File: src/rtl/islip_pkg.sv
// Shared types and helpers for the iSLIP crossbar scheduler.
package islip_pkg;

  typedef enum logic [1:0] {
    IDLE   = 2'd0,
    GRANT  = 2'd1,
    ACCEPT = 2'd2,
    DONE   = 2'd3
  } state_t;

  // Width of one port index; never narrower than one bit.
  function automatic int calc_pw(input int n);
    return (n > 2) ? $clog2(n) : 1;
  endfunction

endpackage

File: src/rtl/rr_priority_arbiter.sv
// Combinational rotating-priority pick: first asserted req at or after ptr, circularly.
module rr_priority_arbiter
  import islip_pkg::*;
#(
  parameter  int NUM_PORTS = 4,
  localparam int PW        = calc_pw(NUM_PORTS)
) (
  input  logic [NUM_PORTS-1:0] req,
  input  logic [PW-1:0]        ptr,
  output logic [NUM_PORTS-1:0] gnt,
  output logic [PW-1:0]        gnt_idx,
  output logic                 any
);

  int          idx;
  logic [PW-1:0] idx_p;

  always_comb begin
    gnt     = '0;
    gnt_idx = '0;
    any     = 1'b0;
    idx     = 0;
    idx_p   = '0;
    for (int k = 0; k < NUM_PORTS; k++) begin
      idx = int'(ptr) + k;
      if (idx >= NUM_PORTS) idx = idx - NUM_PORTS;
      idx_p = PW'(idx);
      if (!any && req[idx_p]) begin
        any        = 1'b1;
        gnt[idx_p] = 1'b1;
        gnt_idx    = idx_p;
      end
    end
  end

endmodule

File: src/rtl/islip_scheduler.sv
// Multi-iteration iSLIP scheduler: registered request/grant/accept rounds with start/busy/done.
module islip_scheduler
  import islip_pkg::*;
#(
  parameter  int NUM_PORTS = 4,
  parameter  int NUM_ITER  = 2,
  localparam int PW        = calc_pw(NUM_PORTS)
) (
  input  logic                           clk,
  input  logic                           reset,
  input  logic                           start,
  input  logic [NUM_PORTS*NUM_PORTS-1:0] request,
  output logic                           busy,
  output logic                           done,
  output logic [NUM_PORTS-1:0]           match_valid,
  output logic [NUM_PORTS*PW-1:0]        destinations
);

  localparam int N  = NUM_PORTS;
  localparam int IW = $clog2(NUM_ITER + 1);

  state_t                 state;
  logic [N-1:0][N-1:0]    req_q;       // [input][output]
  logic [N-1:0][N-1:0]    gnt_q;       // [output] one-hot over inputs
  logic [N-1:0][PW-1:0]   gnt_idx_q;
  logic [N-1:0]           gnt_vld_q;
  logic [N-1:0]           in_matched, out_matched;
  logic [N-1:0][PW-1:0]   in_dst;
  logic [N-1:0][PW-1:0]   grant_ptr, accept_ptr;
  logic [IW-1:0]          iter_cnt, iter_nxt;

  logic [N-1:0][N-1:0]    g_req, g_gnt;   // [output][input]
  logic [N-1:0][PW-1:0]   g_idx;
  logic [N-1:0]           g_any;
  logic [N-1:0][N-1:0]    a_req, a_gnt;   // [input][output]
  logic [N-1:0][PW-1:0]   a_idx;
  logic [N-1:0]           a_any;
  logic [N-1:0]           acc_out;

  function automatic logic [PW-1:0] wrap_inc(input logic [PW-1:0] x);
    return (int'(x) == N - 1) ? '0 : x + PW'(1);
  endfunction

  always_comb begin
    g_req = '0;
    a_req = '0;
    for (int i = 0; i < N; i++)
      for (int j = 0; j < N; j++) begin
        g_req[j][i] = req_q[i][j] & ~in_matched[i] & ~out_matched[j];
        a_req[i][j] = gnt_vld_q[j] & gnt_q[j][i] & ~in_matched[i];
      end
  end

  always_comb begin
    acc_out = '0;
    for (int i = 0; i < N; i++)
      for (int j = 0; j < N; j++)
        acc_out[j] = acc_out[j] | a_gnt[i][j];
  end

  for (genvar p = 0; p < N; p++) begin : g_arb
    rr_priority_arbiter #(.NUM_PORTS(N)) u_grant (
      .req(g_req[p]), .ptr(grant_ptr[p]),
      .gnt(g_gnt[p]), .gnt_idx(g_idx[p]), .any(g_any[p])
    );
    rr_priority_arbiter #(.NUM_PORTS(N)) u_accept (
      .req(a_req[p]), .ptr(accept_ptr[p]),
      .gnt(a_gnt[p]), .gnt_idx(a_idx[p]), .any(a_any[p])
    );
  end

  assign iter_nxt = iter_cnt + IW'(1);

  always_ff @(posedge clk or negedge reset) begin
    if (!reset) begin
      state        <= IDLE;
      busy         <= 1'b0;
      done         <= 1'b0;
      match_valid  <= '0;
      destinations <= '0;
      req_q        <= '0;
      gnt_q        <= '0;
      gnt_idx_q    <= '0;
      gnt_vld_q    <= '0;
      in_matched   <= '0;
      out_matched  <= '0;
      in_dst       <= '0;
      grant_ptr    <= '0;
      accept_ptr   <= '0;
      iter_cnt     <= '0;
    end else begin
      done <= 1'b0;
      case (state)
        IDLE: if (start) begin
          req_q       <= request;
          in_matched  <= '0;
          out_matched <= '0;
          in_dst      <= '0;
          iter_cnt    <= '0;
          busy        <= 1'b1;
          state       <= GRANT;
        end
        GRANT: begin
          gnt_q     <= g_gnt;
          gnt_idx_q <= g_idx;
          gnt_vld_q <= g_any;
          state     <= ACCEPT;
        end
        ACCEPT: begin
          // Pointers only advance on accepted pairs of the first iteration (starvation freedom).
          for (int i = 0; i < N; i++)
            if (a_any[i]) begin
              in_matched[i] <= 1'b1;
              in_dst[i]     <= a_idx[i];
              if (iter_cnt == '0) accept_ptr[i] <= wrap_inc(a_idx[i]);
            end
          for (int j = 0; j < N; j++)
            if (acc_out[j]) begin
              out_matched[j] <= 1'b1;
              if (iter_cnt == '0) grant_ptr[j] <= wrap_inc(gnt_idx_q[j]);
            end
          iter_cnt <= iter_nxt;
          state    <= (iter_nxt == IW'(NUM_ITER) || !(|a_any)) ? DONE : GRANT;
        end
        DONE: begin
          match_valid <= in_matched;
          for (int i = 0; i < N; i++)
            destinations[i*PW +: PW] <= in_matched[i] ? in_dst[i] : '0;
          done  <= 1'b1;
          busy  <= 1'b0;
          state <= IDLE;
        end
        default: state <= IDLE;
      endcase
    end
  end

endmodule

File: config.mk
export PLATFORM = sky130hd
export DESIGN_NAME = islip_scheduler
export DESIGN_NICKNAME = d
export VERILOG_FILES = /design/src/rtl/islip_pkg.sv /design/src/rtl/rr_priority_arbiter.sv /design/src/rtl/islip_scheduler.sv
export SDC_FILE = /design/constraint.sdc
export NUM_CORES = 1
export LEC_CHECK = 0
export ABC_AREA = 1
export CORE_MARGIN = 2
export CORE_UTILIZATION = 57
export CTS_CLUSTER_DIAMETER = 40
export DETAILED_ROUTE_END_ITERATION = 16
export PLACE_DENSITY = 0.74
export SLEW_MARGIN = 20
export SYNTH_ARGS = -nofsm -noshare
export SYNTH_HDL_FRONTEND = slang
export SYNTH_SLANG_ARGS = --single-unit
File: constraint.sdc
create_clock -name clk -period 3.3 [get_ports clk]
set_input_delay 0.495 -clock clk [delete_from_list [all_inputs] [get_ports clk]]
set_output_delay 0.495 -clock clk [all_outputs]
set_load 0.05 [all_outputs]
# Word-level counts from Yosys, hierarchy flattened
# Cells that the tools add are included.
# W data, S select, Z words.
[op_classes]
eq_ne = 21
reduce_logical = 106
n_bitwise = 108
magnitude_cmp = 96
mux = 293
n_addsub = 65
[ops]
columns = ["op", "count"]
rows = [
  ["$mux W2", 83],
  ["$mux W4", 33],
  ["$mux W1", 106],
  ["$lt A2 B3 Y1 const B", 32],
  ["$or A4 B4 Y4", 24],
  ["$ge A3 B3 Y1 const B", 24],
  ["$and A1 B1 Y1", 64],
  ["$bmux W1 S2", 32],
  ["$demux W1 S2", 32],
  ["$ge A2 B1 Y1 const B", 32],
  ["$sub A2 B1 Y2 const B", 32],
  ["$logic_and A1 B1 Y1", 56],
  ["$add A2 B2 Y3 const B", 16],
  ["$reduce_and A3 Y1", 16],
  ["$logic_not A1 Y1", 25],
  ["$add A2 B1 Y3 const B", 8],
  ["$ge A2 B3 Y1 const B", 8],
  ["$add A2 B1 Y2 const B", 9],
  ["$eq A2 B1 Y1 const B", 9],
  ["$pmux W4 S2", 2],
  ["$pmux W8 S2", 1],
  ["$or A1 B1 Y1", 12],
  ["$ne A2 B2 Y1 const B", 5],
  ["$mux W8", 1],
  ["11 further kinds", 27],
]
[totals]
wordCells = 728
input_bits = 19
output_inout_bits = 14
regBits = 94

# Depth between registers and ports, before layout
# Gate-level depths: netlist of the first run.
[logic_depth]
depth_word = 19
ltp_mapped = 17
mapped_depth_nobuf = 17

# Hierarchy
# A second synthesis of the first run with hierarchy kept.
[hier_totals]
hier_cells = 1117
hier_area_um2 = 7729.9
[modules_own_cells]
columns = ["module", "seq_area_each_um2", "area_each_um2", "cells_each", "n_inst"]
rows = [
  ["islip_scheduler", 2352.3, 4251.6, 525, 1],
  ["rr_priority_arbiter at g_arb[0].u_accept ...", 0.0, 435.4, 74, 7],
  ["rr_priority_arbiter at g_arb[3].u_grant", 0.0, 430.4, 74, 1],
]

# Worst setup path before layout of the first run
# No wires, ideal clock.
[synth_path]
path_kind = "register to register"
from = "register accept_ptr[0] (netlist bit)"
to = "register accept_ptr[1] (netlist bit)"
path_buffers = 0
stages_incl_launch_ff = 14
setup_time_ps = 129
path_slack_ps = 1019
t_required_ps = 3171
arrival_time_ps = 2152
cell_sequence = "dfrtp_1 inv_2 ha_1 inv_1 nand3_1 nand2_1 inv_1 o21ai_1 or2_2 nand3_1 inv_1 ha_1 nand2_1 o21ai_1"
[synth_between]
elab_chain_cells = 16
[synth_rtl]
columns = ["element", "line", "source"]
rows = [
  ["start: declaration", "islip_scheduler.sv:29", "logic [N-1:0][PW-1:0] grant_ptr, accept_ptr;"],
  ["start signal: indexed assignment", "islip_scheduler.sv:115", "if (iter_cnt == '0) accept_ptr[i] <= wrap_inc(a_idx[i]);"],
  ["branches (longest 16 deep; another with $add A2 B1 Y3)", "--", ""],
]
# Parallel ways; which one is timed is not known. The select of a mux whose other input is x is not followed.
# A chain may end at the register's enable or synchronous reset.

# Worst setup path after layout of the first run
[layout_path]
from = "register accept_ptr[4] (netlist bit)"
to = "register accept_ptr[5] (netlist bit)"
# Same word-level chain as after synthesis.

==> metrics, run 1 <==
status=finished clean; Die H=around 110 um; Slew @ Worst Pin=0.6564 ns; Seq/Total Area, Yosys=33.77%; syn nets=1080; Setup CP Type=flop to flop; vias in the first global route=6244; global route overflow=0; hpwl dp=14010 um; Ports=33; Synth warnings=0; Synth area leaders=dfrtp_1 (34%), nand2_1 (20%), ha_1 (9.5%), nand3_1 (5.9%), nor2_1 (4.9%); Max Root-Sink Buffers=2; FP Rows=40; GRT Util Overall=29.87%; gpl congestion=0.9878; Layout area overhead=11.48%; fraction of layout cells with a size suffix above 1=9.789%; Core Area=around 12000 sq um; Post-DP Area=roughly 7400 sq um; Hold Vio Cnt, Final=0; Worst Setup Start Kind=flop; CP Capture Type=flop; Post-Syn Area=6965 sq um; worst-skew pair later-pin latency=around 0.36 ns; mux cell area share after synthesis=0%; largest family of logic cells by synthesized area=simple AND/OR/NAND/NOR gates; 1st-pass router iterations=5; post-synthesis simple-gate area fraction=38.94%; Die W=114.5 um; library cells used by synthesis=38; Final Max Slew Viols=0; Post CTS Setup Buffer Count=0; final net count=1109; Final Critical Period=between 2 and 3 ns; Post-Route WL=about 19000 um; cell count after synthesis=approximately 1.0k; CTS tree=done; slowest stage delay, CP=just under 0.6 ns; worst-path maximum fanout=10; clock root buffer=clkbuf_16; setup violators final=0; DRT antenna net count=0; post-route design area=7765 sq um; critical path, cell by cell=inv_2 > ha_1 > inv_1 > nand3_1 > nand2_1 > nand2_4 > nor2_4 > nand3_2 > nand2_1 > nand2_1 > o21ai_2 > inv_1 > ha_1 > nand2_1 > o21ai_0; Port Buf Inserts=32; Iteration-0 DRC Markers=465; die area=13120 sq um; Slew headroom=55.97%; largest area contributor in the netlist=dfrtp_1; Max H-tree Level=3; TNS Setup=0 ns; CP required=3.54 ns; clock skew=0.01373 ns; Clock transition at path regs=0.07 ns; RSZ-0062 raised after global routing=false; DR vias=6678; Arr. time, crit path=2.84 ns; Initial Util=58.23%; largest net degree at the start of global routing=49; initial antenna violation count=0; dpl ws=0.7407 ns; number of CTS-inserted buffers=9; # resized after CTS=0; Achievable Freq=approximately 0.38 GHz; Via density=about 5.6; WL/cell=15.59 um; final setup margin=0.6959 ns; Synth Area in Compound Gates=10.90%; #FFs+latches synth=94; Max Cap Violations=0; Mean Syn Cell Area=roughly 6.9 sq um; first-pass GRT wire length=30400 um; post-synthesis adder-cell area fraction=roughly a tenth; CP most frequent cell=nand2_1; XOR/XNOR Fraction of Synth Area=0.2515%; Final period util=78.91%; Yosys top cell area share=33.77%; Slowest-stage cell, CP=dfrtp_1; HP Class=input port to asynchronous set/reset pin; hold_buf cts=0; CTS sink count=94; Ant. Diodes=0; residual DRC count=0
[metrics by stage]
stage | std cells | hold slack (ns) | utilization [%]
final | 1189 | 0.1343 | 64.92
after CTS | 1189 | 0.1504 | 64.92
after detailed placement | 1173 | 0.4649 | 62.19
after global placement | 1173 | 0.4620 | 62.19
after floorplan | 1008 | 0.1994 | -
after global routing | 1189 | 0.1889 | 64.92
[cells in the mapped netlist, drive strengths merged]
library cell / n
nand2: 377
nor2: 110
inv: 98
dfrtp: 94
nand3: 93
o21ai: 69
ha: 53
a21oi: 22
nand4: 22
a41oi: 15
buf: 10
clkbuf: 10
o22ai: 9
a31oi: 6
and2: 5
nor3: 2
o211ai: 2
xor2: 2
a21boi: 1
a21o: 1
a31o: 1
and3: 1
clkinv: 1
nand3b: 1
o221ai: 1
o31ai: 1
or2: 1
[sequential cells by signal, summed over array words and instances (netlist names), 7 cells and up, named ones only]
signal,flops
accept_ptr,7
grant_ptr,8
gnt_q,16
gnt_idx_q,8
req_q,16
destinations,8
in_dst,8
[cell type report]
cell class,count,area (sq um)
clock inverters,7,101.3
clock buffers,9,225.2
inverters,99,371.6
fillers,1113,4197
flip-flops and latches,94,2352
well taps,147,183.9
repair buffers,38,375.4
multi-input cells,795,4155
[critical path: cells and delay by family, from the launching register on]
family	cells	cell delay [ns]
fa+ha+maj	2	0.65
flops	1	0.58
buf+inv	3	0.36
simple gates	8	0.76
compound gates	2	0.16
[cells by family (layout without fill, tap and decap cells)]
group / after synthesis / in the layout
and+or+nand+nor: 612 / 612
xor gates and xnor gates: 2 / 2
AOI/OAI and AO/OA: 128 / 128
buffers and inverters: 119 / 153
adders and majority gates: 53 / 53
DFF: 94 / 94
[placed cells by master (no fill, tap or decap), types with 2 or more instances in the layout]
cell type,instances
clkdlybuf4s50_1,31
a21oi_1,21
nand2_2,9
o211ai_1,2
a41oi_1,15
o21ai_2,5
inv_1,74
nor2_1,90
nand2_4,6
ha_1,53
inv_6,2
xor2_1,2
clkbuf_16,9
nor2_4,10
dfrtp_1,94
o22ai_1,9
nand3_2,11
nand2_1,362
nand4_1,22
a31oi_1,6
nor3_1,2
o21ai_1,19
nor2_2,10
nand3_1,82
and2_1,5
bufinv_16,2
o21ai_0,45
inv_2,24
buf_4,6
[layer usage]
metal / wire length [um] / up-vias / global-route usage, %
met5: 0 / - / 0
met4: 657 / 0 / 13.50
met3: 1004 / 45 / 4.129
met2: 8411 / 188 / 47.30
met1: 8466 / 3108 / 40.79
li1: - / 3337 / -
[path summary, 6_finish.rpt]
path,from,end,slack (ns),cells past startpoint
min in group clk,req_q[6],req_q[6],0.48,2
setup / recovery,accept_ptr[4],accept_ptr[5],0.70,15
hold reg to reg,req_q[6],req_q[6],0.48,2
max in group asynchronous,reset,accept_ptr[2],2.50,2
hold / removal,reset,gnt_idx_q[7],0.13,1
setup reg to reg,accept_ptr[4],accept_ptr[5],0.70,15
Power of run 1 is not shown: default switching activity piles up to over one toggle a cycle in this logic, so the estimate is an artifact.
==> inputs of run 2 (changes only) <==
CORE_UTILIZATION = 56   (was 57)
PLACE_DENSITY = 0.76   (was 0.74)
clock period = 2.1 ns   (was 3.3 ns; I/O delays follow)
==> metrics, run 2 (synthesis gave the netlist of run 1 again) <==
Hold Vio Cnt, Final=0; R2R cell count=14; status=finished clean; first-pass GRT wire length=30350 um; leading cell type in the layout, fill and taps excluded=nand2_1; clock skew=between 0.009 and 0.01 ns; Achievable Freq=0.4804 GHz; CTS sink count=94; Die W=115.5 um; r2r setup slk=0.02 ns; Via density=between 5 and 6; number of CTS-inserted buffers=9; Post-Route WL=19310 um; Core Area=12060 sq um; fraction of layout cells with a size suffix above 1=roughly 22%; DRT antenna net count=0; GRT Util Overall=29.29%; Iteration-0 DRC Markers=588; die area=13350 sq um; hpwl dp=14080 um; Ant. Diodes=0; Port Buf Inserts=32; final net count=between 1k and 1.5k; Ports=33; Max Root-Sink Buffers=2; Slowest-stage cell, CP=dfrtp_2; Final Max Slew Viols=0; TNS Setup=0 ns; Slew @ Worst Pin=0.5333 ns; Die H=115.5 um; largest net degree at the start of global routing=95; most frequent cells in the layout=nand2_1 (342), dfrtp_1 (86), buf_4 (81); Worst R2R Start=accept_ptr[0]; largest registers=gnt_q: 16 flops, req_q: 16 flops; clock root buffer=clkbuf_16; DR vias=around 7.1k; RSZ-0062 raised after global routing=true; Worst Setup Start Kind=flop; delay-heaviest family, CP=simple AND/OR/NAND/NOR gates; CTS tree=done; slowest stage delay, CP=about 0.4 ns; Initial Util=roughly 58%; FP Rows=40; global route overflow=0; Final period util=99.12%; gpl congestion=0.9708; 1st-pass router iterations=5; setup violators final=0; worst-path maximum fanout=7; Slew headroom=64.23%; critical path, cell by cell=clkinv_4 > ha_4 > nand3_1 > nand2_2 > nand2_4 > nor2_4 > inv_2 > nor2_4 > inv_2 > nand3_2 > inv_1 > ha_1 > nand2_1 > o21ai_1; CP required=between 2 and 2.5 ns; worst-skew pair later-pin latency=0.36 ns; Arr. time, crit path=2.32 ns; CP Capture Type=flop; Final Util=72.11%; WL/cell=between 15 and 20 um; Max Cap Violations=0; HP Class=input port to asynchronous set/reset pin; residual DRC count=0; Max H-tree Level=3; Layout area overhead=24.86%; Final Critical Period=approximately 2.1 ns; Clock transition at path regs=0.07 ns; initial antenna violation count=0; vias in the first global route=about 6.3k; Critical R2R Capture=accept_ptr[1]; Setup CP Type=flop to flop; CP bufs+invs=4
run 2: repair_timing:
action / 4_1_cts / 5_1_grt
pin swaps: 1 / 38
gates cloned: 0 / 0
gates resized for setup: 4 / 89
buffers inserted: 1 / 25
hold buffers: 0 / 0
setup endpoints to repair: 4 / 47
run 2: final cells by class:
type                            count  area, sq um
Clock buffer                       10        229.0
Clock inverter                      6        93.84
Fill cell                         969         3364
Inverter                           99        396.6
Multi-Input combinational cell    795         4456
Sequential cell                    94         2362
Tap cell                          168        210.2
Timing Repair Buffer              114        949.7
run 2: per-layer routing:
layer,vias up,GRT usage [%],share of wire (%)
met1,3254,39.61,44
met3,42,4.759,6.3
met2,259,47.68,47
met5,-,0,0
met4,0,10.84,2.7
li1,3496,-,-
run 2: per-stage QoR:
stage / instance area (sq um) / std cells / hold WS, ns / setup slack (ns)
final: 8697 / 1286 / 0.005886 / 0.01844
after detailed placement: 7891 / 1244 / 0.4020 / -0.08245
after CTS: 8233 / 1261 / 0.02312 / -0.009204
after global placement: 7891 / 1244 / 0.4033 / -0.02288
after floorplan: 7020 / 1008 / 0.01941 / 0.02632
after global routing: 8697 / 1286 / 0.05639 / -0.1037
run 2: worst max-delay path by stage:
stage	to	startpoint	depth (start not counted)
after floorplan	accept_ptr[1]	accept_ptr[0]	13
after global placement	accept_ptr[1]	in_matched[0]	16
after detailed placement	accept_ptr[1]	in_matched[0]	16
after CTS	accept_ptr[3]	accept_ptr[2]	13
after global routing	accept_ptr[3]	gnt_vld_q[3]	15
final	accept_ptr[1]	accept_ptr[0]	14
run 2: worst register-to-register path: cells and delay by family, from the launching register on:
kind                     cells  cell delay (ns)
AO/OA/AOI/OAI                1             0.07
adder cells (fa/ha/maj)      2             0.57
buffers and inverters        4             0.27
flip-flops                   1             0.40
AND/OR/NAND/NOR              7             0.67
Power of run 2 is left out for the same reason.
